==> src/rtl/axi_pkg.sv <==
// Shared AXI4 definitions: response codes and the request/response bus structs
// used by register-port bridges.
package axi_pkg;

   localparam int unsigned ADDR_W = 64;
   localparam int unsigned DATA_W = 64;
   localparam int unsigned ID_W   = 10;
   localparam int unsigned STRB_W = DATA_W / 8;

   typedef logic [1:0] resp_code_t;

   localparam resp_code_t RESP_OKAY   = 2'b00;
   localparam resp_code_t RESP_EXOKAY = 2'b01;
   localparam resp_code_t RESP_SLVERR = 2'b10;
   localparam resp_code_t RESP_DECERR = 2'b11;

   typedef struct packed {
      logic [ID_W-1:0]   id;
      logic [ADDR_W-1:0] addr;
      logic [7:0]        len;
      logic [2:0]        size;
      logic [1:0]        burst;
   } ax_chan_t;

   typedef struct packed {
      logic [DATA_W-1:0] data;
      logic [STRB_W-1:0] strb;
      logic              last;
   } w_chan_t;

   typedef struct packed {
      logic [ID_W-1:0] id;
      resp_code_t      resp;
   } b_chan_t;

   typedef struct packed {
      logic [ID_W-1:0]   id;
      logic [DATA_W-1:0] data;
      resp_code_t        resp;
      logic              last;
   } r_chan_t;

   typedef struct packed {
      ax_chan_t aw;
      logic     aw_valid;
      w_chan_t  w;
      logic     w_valid;
      logic     b_ready;
      ax_chan_t ar;
      logic     ar_valid;
      logic     r_ready;
   } axi_req_t;

   typedef struct packed {
      logic    aw_ready;
      logic    ar_ready;
      logic    w_ready;
      logic    b_valid;
      b_chan_t b;
      logic    r_valid;
      r_chan_t r;
   } axi_resp_t;

endpackage

==> src/rtl/axi_lite_reg_bridge.sv <==
// AXI4 slave to single-cycle register port bridge: one outstanding access,
// single-beat transfers only; bursts are drained and answered with SLVERR.
module axi_lite_reg_bridge #(
   parameter int unsigned AXI_ADDR_WIDTH = 64,
   parameter int unsigned AXI_DATA_WIDTH = 64,
   parameter int unsigned AXI_ID_WIDTH   = 10,
   parameter type         axi_req_t      = axi_pkg::axi_req_t,
   parameter type         axi_resp_t     = axi_pkg::axi_resp_t
) (
   input  logic                      clk_i,
   input  logic                      rst_ni,
   input  axi_req_t                  axi_req_i,
   output axi_resp_t                 axi_resp_o,
   output logic [AXI_ADDR_WIDTH-1:0] address_o,
   output logic                      en_o,
   output logic                      we_o,
   input  logic [AXI_DATA_WIDTH-1:0] data_i,
   output logic [AXI_DATA_WIDTH-1:0] data_o
);

   localparam int unsigned DATA_W   = AXI_DATA_WIDTH;
   localparam int unsigned BUS_ID_W = axi_pkg::ID_W;

   typedef enum logic [2:0] {
      IDLE,
      ACCESS,
      WDRAIN,
      BRESP,
      RRESP
   } state_t;

   state_t                    r_state;
   logic                      r_rr_wr;
   logic                      r_is_wr;
   logic                      r_rd_err;
   logic [AXI_ADDR_WIDTH-1:0] r_addr;
   logic [DATA_W-1:0]         r_wdata;
   logic [DATA_W-1:0]         r_rdata;
   logic [AXI_ID_WIDTH-1:0]   r_id;
   logic [7:0]                r_len;
   logic [7:0]                r_cnt;
   axi_pkg::resp_code_t       r_bresp;
   logic                      r_en;
   logic                      r_we;
   logic                      r_bvalid;
   logic                      r_rvalid;

   logic w_wr_pend;
   logic w_rd_pend;
   logic w_grant_wr;
   logic w_grant_rd;
   logic w_r_last;
   logic w_unused;

   // A write needs AW and W together; the round-robin flag only matters on contention.
   assign w_wr_pend  = (r_state == IDLE) && axi_req_i.aw_valid && axi_req_i.w_valid;
   assign w_rd_pend  = (r_state == IDLE) && axi_req_i.ar_valid;
   assign w_grant_wr = w_wr_pend && (!w_rd_pend || r_rr_wr);
   assign w_grant_rd = w_rd_pend && !w_grant_wr;
   assign w_r_last   = !r_rd_err || (r_cnt == r_len);

   assign w_unused = ^{axi_req_i.aw.size, axi_req_i.aw.burst,
                       axi_req_i.ar.size, axi_req_i.ar.burst, axi_req_i.w.strb};

   always_ff @(posedge clk_i or negedge rst_ni) begin
      if (!rst_ni) begin
         r_state  <= IDLE;
         r_rr_wr  <= 1'b1;
         r_is_wr  <= 1'b0;
         r_rd_err <= 1'b0;
         r_addr   <= '0;
         r_wdata  <= '0;
         r_rdata  <= '0;
         r_id     <= '0;
         r_len    <= '0;
         r_cnt    <= '0;
         r_bresp  <= axi_pkg::RESP_OKAY;
         r_en     <= 1'b0;
         r_we     <= 1'b0;
         r_bvalid <= 1'b0;
         r_rvalid <= 1'b0;
      end else begin
         r_en <= 1'b0;
         r_we <= 1'b0;
         if (w_grant_wr || w_grant_rd) begin
            r_rr_wr <= ~r_rr_wr;
         end
         case (r_state)
            IDLE: begin
               if (w_grant_wr) begin
                  r_addr  <= AXI_ADDR_WIDTH'(axi_req_i.aw.addr);
                  r_id    <= AXI_ID_WIDTH'(axi_req_i.aw.id);
                  r_wdata <= DATA_W'(axi_req_i.w.data);
                  r_is_wr <= 1'b1;
                  if (axi_req_i.aw.len == 8'd0) begin
                     r_state <= ACCESS;
                     r_en    <= 1'b1;
                     r_we    <= 1'b1;
                  end else begin
                     r_state <= WDRAIN;
                     r_bresp <= axi_pkg::RESP_SLVERR;
                  end
               end else if (w_grant_rd) begin
                  r_addr  <= AXI_ADDR_WIDTH'(axi_req_i.ar.addr);
                  r_id    <= AXI_ID_WIDTH'(axi_req_i.ar.id);
                  r_len   <= axi_req_i.ar.len;
                  r_cnt   <= 8'd0;
                  r_is_wr <= 1'b0;
                  if (axi_req_i.ar.len == 8'd0) begin
                     r_state <= ACCESS;
                     r_en    <= 1'b1;
                  end else begin
                     // Unsupported read burst: answer every beat with zero data and SLVERR.
                     r_state  <= RRESP;
                     r_rd_err <= 1'b1;
                     r_rdata  <= '0;
                     r_rvalid <= 1'b1;
                  end
               end
            end
            ACCESS: begin
               if (r_is_wr) begin
                  r_state  <= BRESP;
                  r_bresp  <= axi_pkg::RESP_OKAY;
                  r_bvalid <= 1'b1;
               end else begin
                  r_state  <= RRESP;
                  r_rdata  <= data_i;
                  r_rd_err <= 1'b0;
                  r_rvalid <= 1'b1;
               end
            end
            WDRAIN: begin
               if (axi_req_i.w_valid && axi_req_i.w.last) begin
                  r_state  <= BRESP;
                  r_bvalid <= 1'b1;
               end
            end
            BRESP: begin
               if (axi_req_i.b_ready) begin
                  r_state  <= IDLE;
                  r_bvalid <= 1'b0;
               end
            end
            RRESP: begin
               if (axi_req_i.r_ready) begin
                  if (w_r_last) begin
                     r_state  <= IDLE;
                     r_rvalid <= 1'b0;
                  end else begin
                     r_cnt <= r_cnt + 8'd1;
                  end
               end
            end
            default: begin
               r_state <= IDLE;
            end
         endcase
      end
   end

   assign address_o = r_addr;
   assign data_o    = r_wdata;
   assign en_o      = r_en;
   assign we_o      = r_we;

   // Ready strobes follow the grant directly so the handshake lands in the grant cycle.
   always_comb begin
      axi_resp_o          = '0;
      axi_resp_o.aw_ready = w_grant_wr;
      axi_resp_o.w_ready  = w_grant_wr || (r_state == WDRAIN);
      axi_resp_o.ar_ready = w_grant_rd;
      axi_resp_o.b_valid  = r_bvalid;
      axi_resp_o.b.id     = BUS_ID_W'(r_id);
      axi_resp_o.b.resp   = r_bresp;
      axi_resp_o.r_valid  = r_rvalid;
      axi_resp_o.r.id     = BUS_ID_W'(r_id);
      axi_resp_o.r.data   = r_rdata;
      axi_resp_o.r.resp   = r_rd_err ? axi_pkg::RESP_SLVERR : axi_pkg::RESP_OKAY;
      axi_resp_o.r.last   = w_r_last;
   end

endmodule

==> config.mk <==
export PLATFORM = sky130hd
export DESIGN_NAME = axi_lite_reg_bridge
export DESIGN_NICKNAME = d
export VERILOG_FILES = /design/src/rtl/axi_pkg.sv /design/src/rtl/axi_lite_reg_bridge.sv
export SDC_FILE = /design/constraint.sdc
export NUM_CORES = 1
export LEC_CHECK = 0
export CAP_MARGIN = 25
export CORE_AREA = 2 2 213 215
export CTS_CLUSTER_SIZE = 30
export DETAILED_ROUTE_END_ITERATION = 7
export DIE_AREA = 0 0 215 217
export SYNTH_ARGS = -nofsm -noshare
export SYNTH_HDL_FRONTEND = slang
export SYNTH_SLANG_ARGS = --single-unit
==> constraint.sdc <==
create_clock -name clk_i -period 5 [get_ports clk_i]
set_clock_uncertainty 0.15 [all_clocks]
set_input_delay 1.25 -clock clk_i [delete_from_list [all_inputs] [get_ports clk_i]]
set_output_delay 1.25 -clock clk_i [all_outputs]
set_load 0.01 [all_outputs]
==> flow_summary.ini, run 1 <==
[routing]
drt-vias-per-instance = 4.36
firstDrtPassIters = 4
postRouteAntennaNets = 0
via_count = 7952
wirelength_um = 34100
wl_per_cell_um = 18.7
drc = 0
drtIter0Drc = 349

[grt]
grt_max_degree = 96
grt_use_met3_pct = 4.61
grt_antenna_before_repair = 6
grt_pass1_vias = 8336
use_met2_pct = 24.3
grt_overflow_total = 0
grt_pass1_wl_um = 50800
grt_use_total_pct = 14.0
gr-max-usage-layer = met2
use_met1_pct = 16.4

[clock_network]
numCtsBuffers = 27
root_buffer = clkbuf_16
ctsHoldBuffers = 0
cts-resized-gates = 0
clk_latency_ns = 0.55
cts_tree = yes
cts.path.max_buffers = 3
htreeDepth = 1
clkSinkCount = 229
postCtsSetupRepairBufs = 0
clk_pin_slew_worst_paths_ns = 0.06

[worst_setup_path]
r2r_cells = 5
startpoint_type = input pin
r2r_setup_slack_ns = 1.72
cp_max_fo = 6
timing.rr.end = data_o[60]
cp.arrival_ns = 3.19
worstSetupPathType = in -> out
cp-end-kind = output pin
r2r-start = r_state[1]
crit_required_ns = 3.60

[min_path]
hold_path.class = reg -> reg
holdPathEnd = data_o[16]
holdPathStages = 1
hp-start = data_o[16]

[run]
drv_cap = 0

[floorplanning]
rows = 78
initial_utilization_pct = 21.1
core_area_um2 = 44700
die_x_um = 215
ioPinCount = 542
dieHeight_um = 217
die_area_um2 = 46700

[synth]
netlist.top_cell.by_area = dfrtp_1
synthTopCellsByCount = dfrtp_1 (228), nor2b_1 (75), a221o_1 (74)
async_flop_share_pct = 100
synth_top_area_share_pct = 60.4
yosys-top-cells-area = dfrtp_1 (60%), mux2_2 (8.5%), a221o_1 (7.8%)
ys_warn_count = 0
yosysSeqAreaShare_pct = 60.7
synth.distinct_cells = 48
ys.flop_type = dfrtp_1
netlist_instances = 701
syn_area_per_cell_um2 = 13.5
synth_most_common_cell = dfrtp_1
syn_area_um2 = 9450
synth-seq-cells = 229
synth_edf_count = 0

[placed_design]
io_buffers = 521
detailed_place_hpwl_um = 25200
place_area_um2 = 15200
routabilityCongestion = 0.777

[power]
max-vdd-ir-drop_v = 0.000289
power_leakage_uw = 0.00706
power.density_nw_per_um2 = 292

[sta]
min_period_ns = 4.59
max-slew-margin-rel_pct = 47.0
rsz0062_at_grt = no
finalSetupViolCount = 0
hold_viol_final = 0
drv_slew = 0
period_share_pct = 91.8
tns_ns = 0
worstMarginPinSlew_ns = 0.795
holdWs_ns = 0.335
fmax_mhz = 218

[cells_and_area]
fin_nets = 1517
fin_area_um2 = 16100
syn_to_final_growth_pct = 70.8
layout-drive-gt1-share_pct = 11.6

[outcome]
status = complete, no violations
==> kinds of logic (layout without fill, tap and decap cells) <==
logic type	after synthesis	in the layout	share of synthesized area, %
flops	229	229	60.7
compound gates	175	175	16.4
fa+ha+maj	1	1	0.132
other cells	1	5	0.0397
xor+xnor	10	10	0.927
buf+inv	74	591	4.18
mux	78	78	9.23
simple gates	133	133	8.39
==> cells in the final DEF (no fill, tap or decap), drive strengths merged, types with 6 or more instances in the layout <==
cell / netlist / routed
clkdlybuf4s50: 0 / 520
dfrtp: 228 / 228
nor2b: 75 / 75
a221o: 74 / 74
mux2: 73 / 73
a22o: 64 / 64
clkbuf: 13 / 37
nand2: 20 / 20
buf: 54 / 14
xnor2: 9 / 9
o21ai: 8 / 8
nor2: 8 / 8
clkinv: 0 / 8
nor4: 8 / 8
o211ai: 8 / 8
inv: 7 / 8
a21oi: 6 / 6
==> cell type report <==
cell class                      count  area [µm²]
Clock inverter                     13         124
Tap cell                          600         751
Antenna cell                        3        7.51
Timing Repair Buffer              534        5370
Fill cell                        4476       28600
Inverter                            7        26.3
Clock buffer                       37         783
Multi-Input combinational cell    399        3350
Sequential cell                   229        5730
==> layer usage <==
metal | part of all wire, % | up-vias
met2 | 48 | 411
met1 | 40 | 3882
met3 | 9.4 | 61
met4 | 2.8 | 4
li1 | - | 3594
met5 | 0.079 | -
==> worst max-delay path: stages <==
cell and delay (ns):
clkdlybuf4s50_1 0.61, nor2b_1 0.46, nor2_1 0.15, o21a_1 0.20
clkdlybuf4s50_1 0.52
==> report_power, final <==
| part | switching, µW | leakage (µW) | internal, µW |
|---|---|---|---|
| Clock | 800 | 0.000451 | 1200 |
| Sequential | 85.8 | 0.00309 | 1950 |
| Combinational | 240 | 0.00352 | 439 |
==> flip-flops by register name, summed over array words and instances, names as in the netlist, 3 cells and up <==
register and cells:
address_o 64, data_o 64, r_rdata 64, r_id 10, r_cnt 8, r_len 8, r_state 3
==> per-stage QoR <==
stage          cells  setup WS (ns)  total power (µW)  utilization [%]
3_5_place_dp    1769          0.403              2750             34.1
6_report        1822          0.411              4710             36.1
2_1_floorplan    702           1.35              2280                -
5_1_grt         1819          0.217              4920             36.1
4_1_cts         1819          0.397              4790             36.1
3_3_place_gp    1769          0.419              2740             34.1
==> how the worst max path moves through the flow <==
stage,from,endpoint
6_report,axi_req_i[1],axi_resp_o[91]
5_1_grt,axi_req_i[1],axi_resp_o[91]
4_1_cts,axi_req_i[1],axi_resp_o[91]
3_5_place_dp,axi_req_i[1],axi_resp_o[91]
3_3_place_gp,axi_req_i[1],axi_resp_o[91]
2_1_floorplan,axi_req_i[1],axi_resp_o[92]
(Power assumes the default switching activity.)
==> run 2: changes to the inputs <==
--- a/config.mk
+++ b/config.mk
@@ -6,10 +6,14 @@
 export NUM_CORES = 1
 export LEC_CHECK = 0
 export CAP_MARGIN = 25
+export CELL_PAD_IN_SITES_DETAIL_PLACEMENT = 0
+export CELL_PAD_IN_SITES_GLOBAL_PLACEMENT = 1
 export CORE_AREA = 2 2 213 215
 export CTS_CLUSTER_SIZE = 30
 export DETAILED_ROUTE_END_ITERATION = 7
 export DIE_AREA = 0 0 215 217
+export DONT_BUFFER_PORTS = 1
+export PLACE_DENSITY_LB_ADDON = 0.1
 export SYNTH_ARGS = -nofsm -noshare
 export SYNTH_HDL_FRONTEND = slang
 export SYNTH_SLANG_ARGS = --single-unit
==> run 2 against run 1 <==
Against the previous run:
- clock power up 7%
- fmax up 31%
- total power down 5.1%
- global-route usage down 2.2 points
- final area down 32%
- sequential cell count unchanged
- register-to-register slack better by 0.41 ns
- first-iteration DRC count down 24%
- cell count down 29%
- sequential power up 2%
- worst hold slack worse by 0.074 ns
- routed wire length down 14%
- largest power group is now the clock network
- highest routed layer unchanged
==> flow_summary.ini, run 2 (same netlist as run 1, synthesis figures left out) <==
[outcome]
status = complete, no violations

[routing]
firstDrtPassIters = 4
drc = 0
wirelength_um = 29400
wl_per_cell_um = 22.7
postRouteAntennaNets = 0
drtIter0Drc = 266
via_count = 5963
drt-vias-per-instance = 4.60

[power]
power.density_nw_per_um2 = 409
power_leakage_uw = 0.00509
max-vdd-ir-drop_v = 0.000190
power_uw = 4470

[clock_network]
numCtsBuffers = 27
cts-resized-gates = 0
postCtsSetupRepairBufs = 0
clk_pin_slew_worst_paths_ns = 0.06
clk_latency_ns = 0.54
clkSinkCount = 229
cts.path.max_buffers = 3
ctsHoldBuffers = 0
root_buffer = clkbuf_16
htreeDepth = 1
cts_tree = yes

[worst_setup_path]
crit_start = axi_req_i[1]
cp.arrival_ns = 2.09
cp_max_fo = 6
r2r-start = r_state[1]
cp-end-kind = output pin
r2r_cells = 4
worstSetupPathType = in -> out
crit_required_ns = 3.60
startpoint_type = input pin

[sta]
hold_viol_final = 0
tns_ns = 0
fmax_mhz = 286
drv_slew = 0
finalSetupViolCount = 0
min_period_ns = 3.49
max-slew-margin-rel_pct = 44.2
worstMarginPinSlew_ns = 0.837
period_share_pct = 69.8
rsz0062_at_grt = no

[cells_and_area]
final_common_cell = dfrtp_1
final_cell_mix = dfrtp_1 (228), nor2b_1 (75), a221o_1 (74)
layout-drive-gt1-share_pct = 18.8
fin_nets = 990
syn_to_final_growth_pct = 15.6

[run]
drv_cap = 0

[floorplanning]
initial_utilization_pct = 21.1
die_x_um = 215
die_area_um2 = 46700
rows = 78
core_area_um2 = 44700
ioPinCount = 542
dieHeight_um = 217

[grt]
grt_pass1_vias = 6398
grt_use_total_pct = 11.8
grt_max_degree = 230
grt_pass1_wl_um = 42200
grt_antenna_before_repair = 10
grt_overflow_total = 0

[min_path]
hold_path.class = in -> async

[placed_design]
detailed_place_hpwl_um = 21100
io_buffers = 0
routabilityCongestion = 0.763
==> run 2: routing by layer <==
metal	track usage (%)	up-vias	share of wire, %
met5	0	-	0.15
met4	5.29	6	3.8
met3	4.42	56	10
met2	20.4	382	50
met1	12.8	2964	36
li1	-	2555	-
==> run 2: stage by stage <==
step	hold slack, ns	instances	setup slack [ns]	util, %	instance area (µm²)
after CTS	0.206	1290	1.45	24.4	10900
after floorplan	0.351	702	1.35	-	9450
after global routing	0.223	1297	1.31	24.5	10900
final	0.260	1297	1.51	24.5	10900
after detailed placement	0.374	1241	1.47	22.2	9920
after global placement	0.371	1241	1.51	22.2	9920
==> run 2: layout make-up <==
cell class | count | area [µm²]
Multi-Input combinational cell | 399 | 3350
Sequential cell | 229 | 5730
Antenna cell | 6 | 15.0
Fill cell | 4689 | 33800
Clock buffer | 38 | 767
Timing Repair Buffer | 7 | 77.6
Tap cell | 600 | 751
Clock inverter | 11 | 210
Inverter | 7 | 26.3
==> run 2: worst max-delay path: stages <==
cell	delay (ns)
nor2b_1	0.41
nor2_1	0.15
o21a_1	0.28
==> run 2: worst paths after layout <==
path                       slack, ns        endpoint
min in group clk_i              0.38         r_rr_wr
hold reg to reg                 0.38         r_rr_wr
hold / removal                  0.26      data_o[60]
setup reg to reg                2.13      data_o[18]
max in group asynchronous       4.00   address_o[54]
setup / recovery                1.51  axi_resp_o[91]
==> run 2: where the power goes <==
group / total, µW / switching, µW / leakage (µW) / internal, µW
Clock: 2150 / 779 / 0.000473 / 1370
Sequential: 2080 / 136 / 0.00309 / 1950
Combinational: 233 / 102 / 0.00153 / 130
Total: 4470 / 1020 / 0.00509 / 3450
==> run 3: changes to the inputs <==
==> constraint.sdc (replaced) <==
create_clock -name clk_i -period 3.1 [get_ports clk_i]
set_clock_uncertainty 0.15 [all_clocks]
set_input_delay 0.775 -clock clk_i [delete_from_list [all_inputs] [get_ports clk_i]]
set_output_delay 0.775 -clock clk_i [all_outputs]
set_load 0.01 [all_outputs]
==> run 3 against run 2 <==
Against the previous run:
- die area did not move
- the flow now finishes with violations (hold timing)
- cell count grew 1.2%
- critical path depth stayed put
- critical path type is now reg -> out
- clock power is 68% higher
==> flow_summary.ini, run 3 (same netlist as run 1, synthesis figures left out) <==
[outcome]
status = finished, violations left
violations = hold timing

[clock_network]
cts.path.max_buffers = 3
clk_pin_slew_worst_paths_ns = 0.06
clkSinkCount = 229
cts_tree = yes
cts-resized-gates = 0
root_buffer = clkbuf_16
htreeDepth = 1
numCtsBuffers = 28
clk_latency_ns = 0.55

[routing]
drc = 0
drtIter0Drc = 301
wl_per_cell_um = 22.8
wirelength_um = 29900
via_count = 6035
drt-vias-per-instance = 4.60
postRouteAntennaNets = 0
firstDrtPassIters = 4

[sta]
drv_slew = 0
hold_viol_final = 228
holdWs_ns = -0.230
finalSetupViolCount = 0
worstMarginPinSlew_ns = 0.626
min_period_ns = 2.85
rsz0062_at_grt = no
worst_slack_ns = 0.245
tns_ns = 0
period_share_pct = 92.1
fmax_mhz = 350
max-slew-margin-rel_pct = 58.2

[power]
max-vdd-ir-drop_v = 0.000404
combPwrFrac_pct = 5.1
swShare_pct = 23.1
p_clk_share_pct = 49.1
power.switching_uw = 1700
intPower_uw = 5650
power.density_nw_per_um2 = 662
power_leakage_uw = 0.00519
seqPwrFrac_pct = 45.7

[worst_setup_path]
cp_max_fo = 4
r2r_setup_slack_ns = 0.75
worstSetupPathType = reg -> out
cp-end-kind = output pin
startpoint_type = flop
crit_required_ns = 2.17
cp.arrival_ns = 1.93

[cells_and_area]
final_common_cell = dfrtp_1
syn_to_final_growth_pct = 17.5
final_cell_mix = dfrtp_1 (228), nor2b_1 (75), a221o_1 (74)
fin_nets = 1002
layout-drive-gt1-share_pct = 20.6
layout.cells.non_filler = 1312

[placed_design]
detailed_place_hpwl_um = 21800
io_buffers = 0
routabilityCongestion = 0.775
dp_slack_ns = 0.545
placed_cells = 1253

[grt]
grt_overflow_total = 0
grt_antenna_before_repair = 8
grt_pass1_wl_um = 43100
grt_max_degree = 230
grt_pass1_vias = 6484
grt_use_total_pct = 12.0

[floorplanning]
die_area_um2 = 46700
initial_utilization_pct = 21.1
ioPinCount = 542
dieHeight_um = 217
core_area_um2 = 44700
die_x_um = 215
rows = 78

[run]
drv_cap = 0

[min_path]
hold_path.class = in -> async
## run 3: changes by cell type in the layout (fill, tap and decap cells not counted)
cell,change
clkinv_4,+2
buf_12,+3
clkbuf_16,+2
buf_4,+8
clkbuf_1,-1
clkinv_2,+1
diode_2,+1
clkbuf_8,-1
## run 3: power groups by stage
stage          Combinational, µW  Clock, µW  Sequential, µW
2_1_floorplan                340          0            3340
3_3_place_gp                 373          0            3420
3_5_place_dp                 380          0            3410
4_1_cts                      379       3740            3360
5_1_grt                      434       3890            3380
6_report                     376       3610            3360
## run 3: per-stage QoR
stage	utilization [%]	power, µW	cell area, µm²
6_report	24.8	7350	11100
3_5_place_dp	22.5	3790	10100
4_1_cts	24.8	7480	11100
2_1_floorplan	-	3680	9450
5_1_grt	24.8	7700	11100
3_3_place_gp	22.5	3790	10100
## run 3: worst paths after layout
path,startpoint,to,cells past startpoint
setup / recovery,r_state[1],axi_resp_o[93],3
hold / removal,rst_ni,data_o[60],0
setup reg to reg,r_state[1],address_o[56],6
hold reg to reg,r_len[1],r_len[1],1
max in group asynchronous,rst_ni,address_o[21],0
min in group clk_i,data_i[58],r_rdata[58],1
## run 3: critical path, stage by stage, from the launching register on
cell and delay (ns):
dfrtp_1 0.37, or3_1 0.51, nor3_4 0.30, buf_4 0.20
## run 3: area by class of cell
class	count	area (µm²)
Tap cell	600	751
Multi-Input combinational cell	399	3350
Timing Repair Buffer	18	198
Clock buffer	38	800
Fill cell	4740	33600
Clock inverter	14	233
Antenna cell	7	17.5
Sequential cell	229	5730
Inverter	7	26.3
## run 3: per-layer routing
layer	vias up	part of all wire [%]	track usage [%]
met5	-	0.044	0
met4	2	3.7	5.54
met3	50	11	4.56
met2	382	49	20.6
met1	3015	36	13.2
li1	2586	-	-
## run 3: timing repair
item / 4_1_cts / 5_1_grt
setup endpoints to repair: 0 / 0
hold endpoints to repair: 229 / 229
setup buffers: 0 / 0
